$ cat src/rtl/cmp_tally.sv
// cmp_tally: tallies comparator flag samples over a window of WINDOW accepted
// samples, then holds the per-flag counts until the consumer takes them.
// Build option: define CMP_TALLY_ONEHOT_CHK_EN to classify non-one-hot
// {x,y,z} samples as errors instead of counting each asserted flag.
module cmp_tally #(
   parameter int unsigned WINDOW = 16,
   parameter int unsigned CNT_W  = 5
) (
   input  logic             clk,
   input  logic             rst,
   input  logic             in_valid,
   output logic             in_ready,
   input  logic             x,
   input  logic             y,
   input  logic             z,
   output logic             out_valid,
   input  logic             out_ready,
   output logic [CNT_W-1:0] cnt_x,
   output logic [CNT_W-1:0] cnt_y,
   output logic [CNT_W-1:0] cnt_z,
   output logic [CNT_W-1:0] err_cnt,
   output logic             busy
);

   typedef enum logic [1:0] {StIdle, StAcc, StHold} state_e;

   localparam logic [CNT_W-1:0] WinLast = CNT_W'(WINDOW);

   state_e           state_q, state_d;
   logic [CNT_W-1:0] smp_q, smp_d;
   logic [CNT_W-1:0] cx_q, cx_d;
   logic [CNT_W-1:0] cy_q, cy_d;
   logic [CNT_W-1:0] cz_q, cz_d;
   logic [CNT_W-1:0] ce_q, ce_d;
   logic             accept;
   logic             inc_x, inc_y, inc_z, inc_e;

   // Per-sample increment decode; gated by accept so idle cycles change nothing.
   always_comb begin
      inc_x = 1'b0;
      inc_y = 1'b0;
      inc_z = 1'b0;
      inc_e = 1'b0;
`ifdef CMP_TALLY_ONEHOT_CHK_EN
      // Exactly one flag set: odd parity and not all three.
      if ((x ^ y ^ z) && !(x && y && z)) begin
         inc_x = x;
         inc_y = y;
         inc_z = z;
      end else begin
         inc_e = 1'b1;
      end
`else
      inc_x = x;
      inc_y = y;
      inc_z = z;
`endif
   end

   // Next-state, counter updates and handshake outputs.
   always_comb begin
      state_d   = state_q;
      smp_d     = smp_q;
      cx_d      = cx_q;
      cy_d      = cy_q;
      cz_d      = cz_q;
      ce_d      = ce_q;
      in_ready  = (state_q != StHold);
      out_valid = (state_q == StHold);
      busy      = (state_q != StIdle);
      accept    = in_valid && in_ready;
      unique case (state_q)
         StIdle, StAcc: begin
            if (accept) begin
               smp_d = smp_q + 1'b1;
               cx_d  = cx_q + {{(CNT_W-1){1'b0}}, inc_x};
               cy_d  = cy_q + {{(CNT_W-1){1'b0}}, inc_y};
               cz_d  = cz_q + {{(CNT_W-1){1'b0}}, inc_z};
               ce_d  = ce_q + {{(CNT_W-1){1'b0}}, inc_e};
               state_d = (smp_d == WinLast) ? StHold : StAcc;
            end
         end
         StHold: begin
            if (out_ready) begin
               smp_d   = '0;
               cx_d    = '0;
               cy_d    = '0;
               cz_d    = '0;
               ce_d    = '0;
               state_d = StIdle;
            end
         end
         default: state_d = StIdle;
      endcase
   end

   // State and counter registers; reset discards any partial or pending tally.
   always_ff @(posedge clk or posedge rst) begin
      if (rst) begin
         state_q <= StIdle;
         smp_q   <= '0;
         cx_q    <= '0;
         cy_q    <= '0;
         cz_q    <= '0;
         ce_q    <= '0;
      end else begin
         state_q <= state_d;
         smp_q   <= smp_d;
         cx_q    <= cx_d;
         cy_q    <= cy_d;
         cz_q    <= cz_d;
         ce_q    <= ce_d;
      end
   end

   assign cnt_x   = cx_q;
   assign cnt_y   = cy_q;
   assign cnt_z   = cz_q;
   assign err_cnt = ce_q;

endmodule

$ cat config.mk
export PLATFORM = sky130hd
export DESIGN_NAME = cmp_tally
export DESIGN_NICKNAME = d
export VERILOG_FILES = /design/src/rtl/cmp_tally.sv
export SDC_FILE = /design/constraint.sdc
export NUM_CORES = 1
export LEC_CHECK = 0
export BUFFER_PORTS_ARGS = -buffer_cell sky130_fd_sc_hd__buf_2
export CORE_MARGIN = 2
export CORE_UTILIZATION = 52
export CTS_CLUSTER_SIZE = 28
export DETAILED_ROUTE_END_ITERATION = 10
export PLACE_DENSITY_LB_ADDON = 0.25
export SKIP_LAST_GASP = 1
export SLEW_MARGIN = 40
export SYNTH_ARGS = -nofsm -noshare
export SYNTH_HDL_FRONTEND = slang
export SYNTH_SLANG_ARGS = --single-unit
$ cat constraint.sdc
create_clock -name clk -period 1.6 [get_ports clk]
set_input_delay 0.08 -clock clk [delete_from_list [all_inputs] [get_ports clk]]
set_output_delay 0.08 -clock clk [all_outputs]
set_load 0.05 [all_outputs]
==> reports/results.tsv <==
metric	value	unit
use_met1	23.7	%
gr-total-overflow	0	
worstHoldPathType	in2reg	
clock_path_buffers	2	
cts_root_buffer	clkbuf_4	
die_area	0.00270	mm^2
cap_violations	0	
vias	916	
switching_share	51.2	%
synth-seq-cells	22	
min_period	1.42	ns
crit_required	1.52	ns
grt_pass1_wl	3660	um
clk_latency	0.31	ns
ys_warn_count	0	
portBuffers	24	
rows	17	
drive_above_1_share	24.8	%
vdd_drop_max	1250	uV
final_core_util	62.5	%
critical_path_class	reg2out	
synthFlopType	dfrtp_1	
multi_input_area	566	um^2
first_global_vias	850	
synth_area	0.00120	mm^2
synth_top_area_share	46.0	%
layout.nets	160	
h-tree-depth	1	
seq_area	551	um^2
die_h	52.0	um
rsz0062_at_grt	false	
cts_tree	yes	
yosysSeqAreaShare	46.0	%
powerDensity	1870	mW/mm^2
power.internal	1.25	mW
syn_area_per_cell	10.3	um^2
status	finished, final reports clean	
busiest_layer	met2	
dr.pass1.iters	5	
antenna_cells	0	
cts.clk_slew.worst_paths	0.12	ns
setup-violations-final	0	
drv_slew	0	
cts.sinks	22	
syn_inst	116	
route.detailed.drc	0	
cts_setup_buffers	0	
dp_hpwl	1650	um
end_kind	primary output	
seqPwrFrac	39.5	%
ios	30	
drtAntennaViolNets	0	
leakage	0.741	nW
crit_fanout	10	
grt_util_met2	30.0	%
gr-usage-met3	2.59	%
synthToLayoutAreaGrowth	14.3	%
ff2ff_setup_slack	0.32	ns
yosysTopAreaCell	dfrtp_1	
comb_power_share	48.3	%
routed_wl	2210	um
fp.dieW	52.0	um
layout_setup_ws	0.180	ns
wl_per_cell	12.8	um
fin_setup_tns	0	ns
synth_edf_count	0	
synth_commonest_cells	22 x dfrtp_1, 22 x nand2_1, 11 x nand3_1	
drt_iter0_markers	16	
antenna_found_initial	0	
p_clk_share	12.2	%
dp_slack	0.327	ns
ys_async_sr_fraction	100	%
cts_buffers	3	
fmax	704	MHz
grt_max_degree	23	
power_switching	1.31	mW
initial_core_util	54.7	%
yosysUniqueCellTypes	29	
fin_skew	0.00306	ns
fp.coreArea	0.00219	mm^2
grt_use_total	18.4	%
hold_viol	0	
finalCritPeriodShare	88.7	%
gp_congestion	0.760	
start_kind	register	
filler_cell_count	190	
crit_arrival	1.34	ns
synth_area_leaders	dfrtp_1 46%, ha_1 7.3%, nand2_1 6.9%	
viasPerCell	5.29	
==> power groups by stage <==
stage	sequential [mW]	combinational (mW)	clock, mW
2_1_floorplan	1.57	0.416	0
3_3_place_gp	1.01	1.22	0
3_5_place_dp	1.03	1.24	0
4_1_cts	1.01	1.25	0.327
5_1_grt	1.05	1.33	0.339
6_report	1.01	1.24	0.312
==> area by class of cell <==
type / instances / share of cell area (%)
Sequential cell: 22 / 40.2
Multi-Input combinational cell: 86 / 41.3
Tap cell: 28 / 2.56
Timing Repair Buffer: 30 / 12.4
Clock buffer: 4 / 2.65
Inverter: 3 / 0.823
==> cells in the final DEF, fill, tap and decap left out, drive strengths merged, types with 2 or more instances in the layout <==
| cell | instances |
|---|---|
| xor2 | 3 |
| nand2 | 22 |
| buf | 28 |
| dfrtp | 22 |
| nor2 | 4 |
| inv | 3 |
| a22o | 2 |
| clkbuf | 4 |
| a21oi | 2 |
| nand3b | 4 |
| o21ai | 2 |
| nand4 | 6 |
| xnor2 | 2 |
| conb | 5 |
| nand2b | 2 |
| dlygate4sd3 | 2 |
| ha | 7 |
| mux2i | 6 |
| nor2b | 2 |
| nand3 | 11 |
==> per-layer routing <==
metal,vias up,wire (um)
met1,442,992
li1,451,-
met5,-,0
met2,18,1100
met3,5,65
met4,0,50
==> per-stage QoR <==
stage,instance area (um^2),hold slack (ns),std cells,power (mW)
after floorplan,1210,0.0692,120,1.99
after global placement,1310,0.128,167,2.23
after detailed placement,1310,0.137,167,2.27
after CTS,1370,0.0723,173,2.59
after global routing,1370,0.0884,173,2.72
final,1370,0.0807,173,2.56
==> path summary, 6_finish.rpt <==
kind | from | end | cells past startpoint
max | state_q[1]$_DFFE_PP0P_ | busy | 2
min reg2reg | cnt_x[4]$_DFFE_PP0P_ | cnt_x[4]$_DFFE_PP0P_ | 1
min in group asynchronous | rst | cnt_x[1]$_DFFE_PP0P_ | 4
min | x | cnt_x[0]$_DFFE_PP0P_ | 4
max reg2reg | state_q[1]$_DFFE_PP0P_ | smp_q[2]$_DFFE_PP0P_ | 3
max in group asynchronous | rst | cnt_z[0]$_DFFE_PP0P_ | 4
==> state kept, by name, summed over array words and instances, names as in the netlist <==
name and cells:
cnt_x 5, cnt_y 5, cnt_z 5, smp_q 5, state_q 2
==> critical path: stages (launching register included) <==
cell and delay (ns):
dfrtp_1 0.49, or2_2 0.32, buf_2 0.21
==> cell families (layout without fill, tap and decap cells) <==
logic type / after synthesis / count (layout) / synth area share (%)
XOR/XNOR: 5 / 5 / 3.66
other: 1 / 5 / 0.313
flip-flops: 22 / 22 / 46.0
AO/OA/AOI/OAI: 9 / 9 / 5.64
AND/OR/NAND/NOR: 54 / 54 / 24.0
multiplexers: 6 / 6 / 5.02
adder cells (fa/ha/maj): 7 / 7 / 7.31
buffers and inverters: 12 / 37 / 8.05
==> timing repair <==
action | in CTS | in global routing
hold buffers | 2 | 0
endpoints found under the hold margin | 23 | 0
resized for setup | 0 | 0
setup endpoints to repair | 0 | 0
Note: power is estimated with default switching activity, not from simulation.
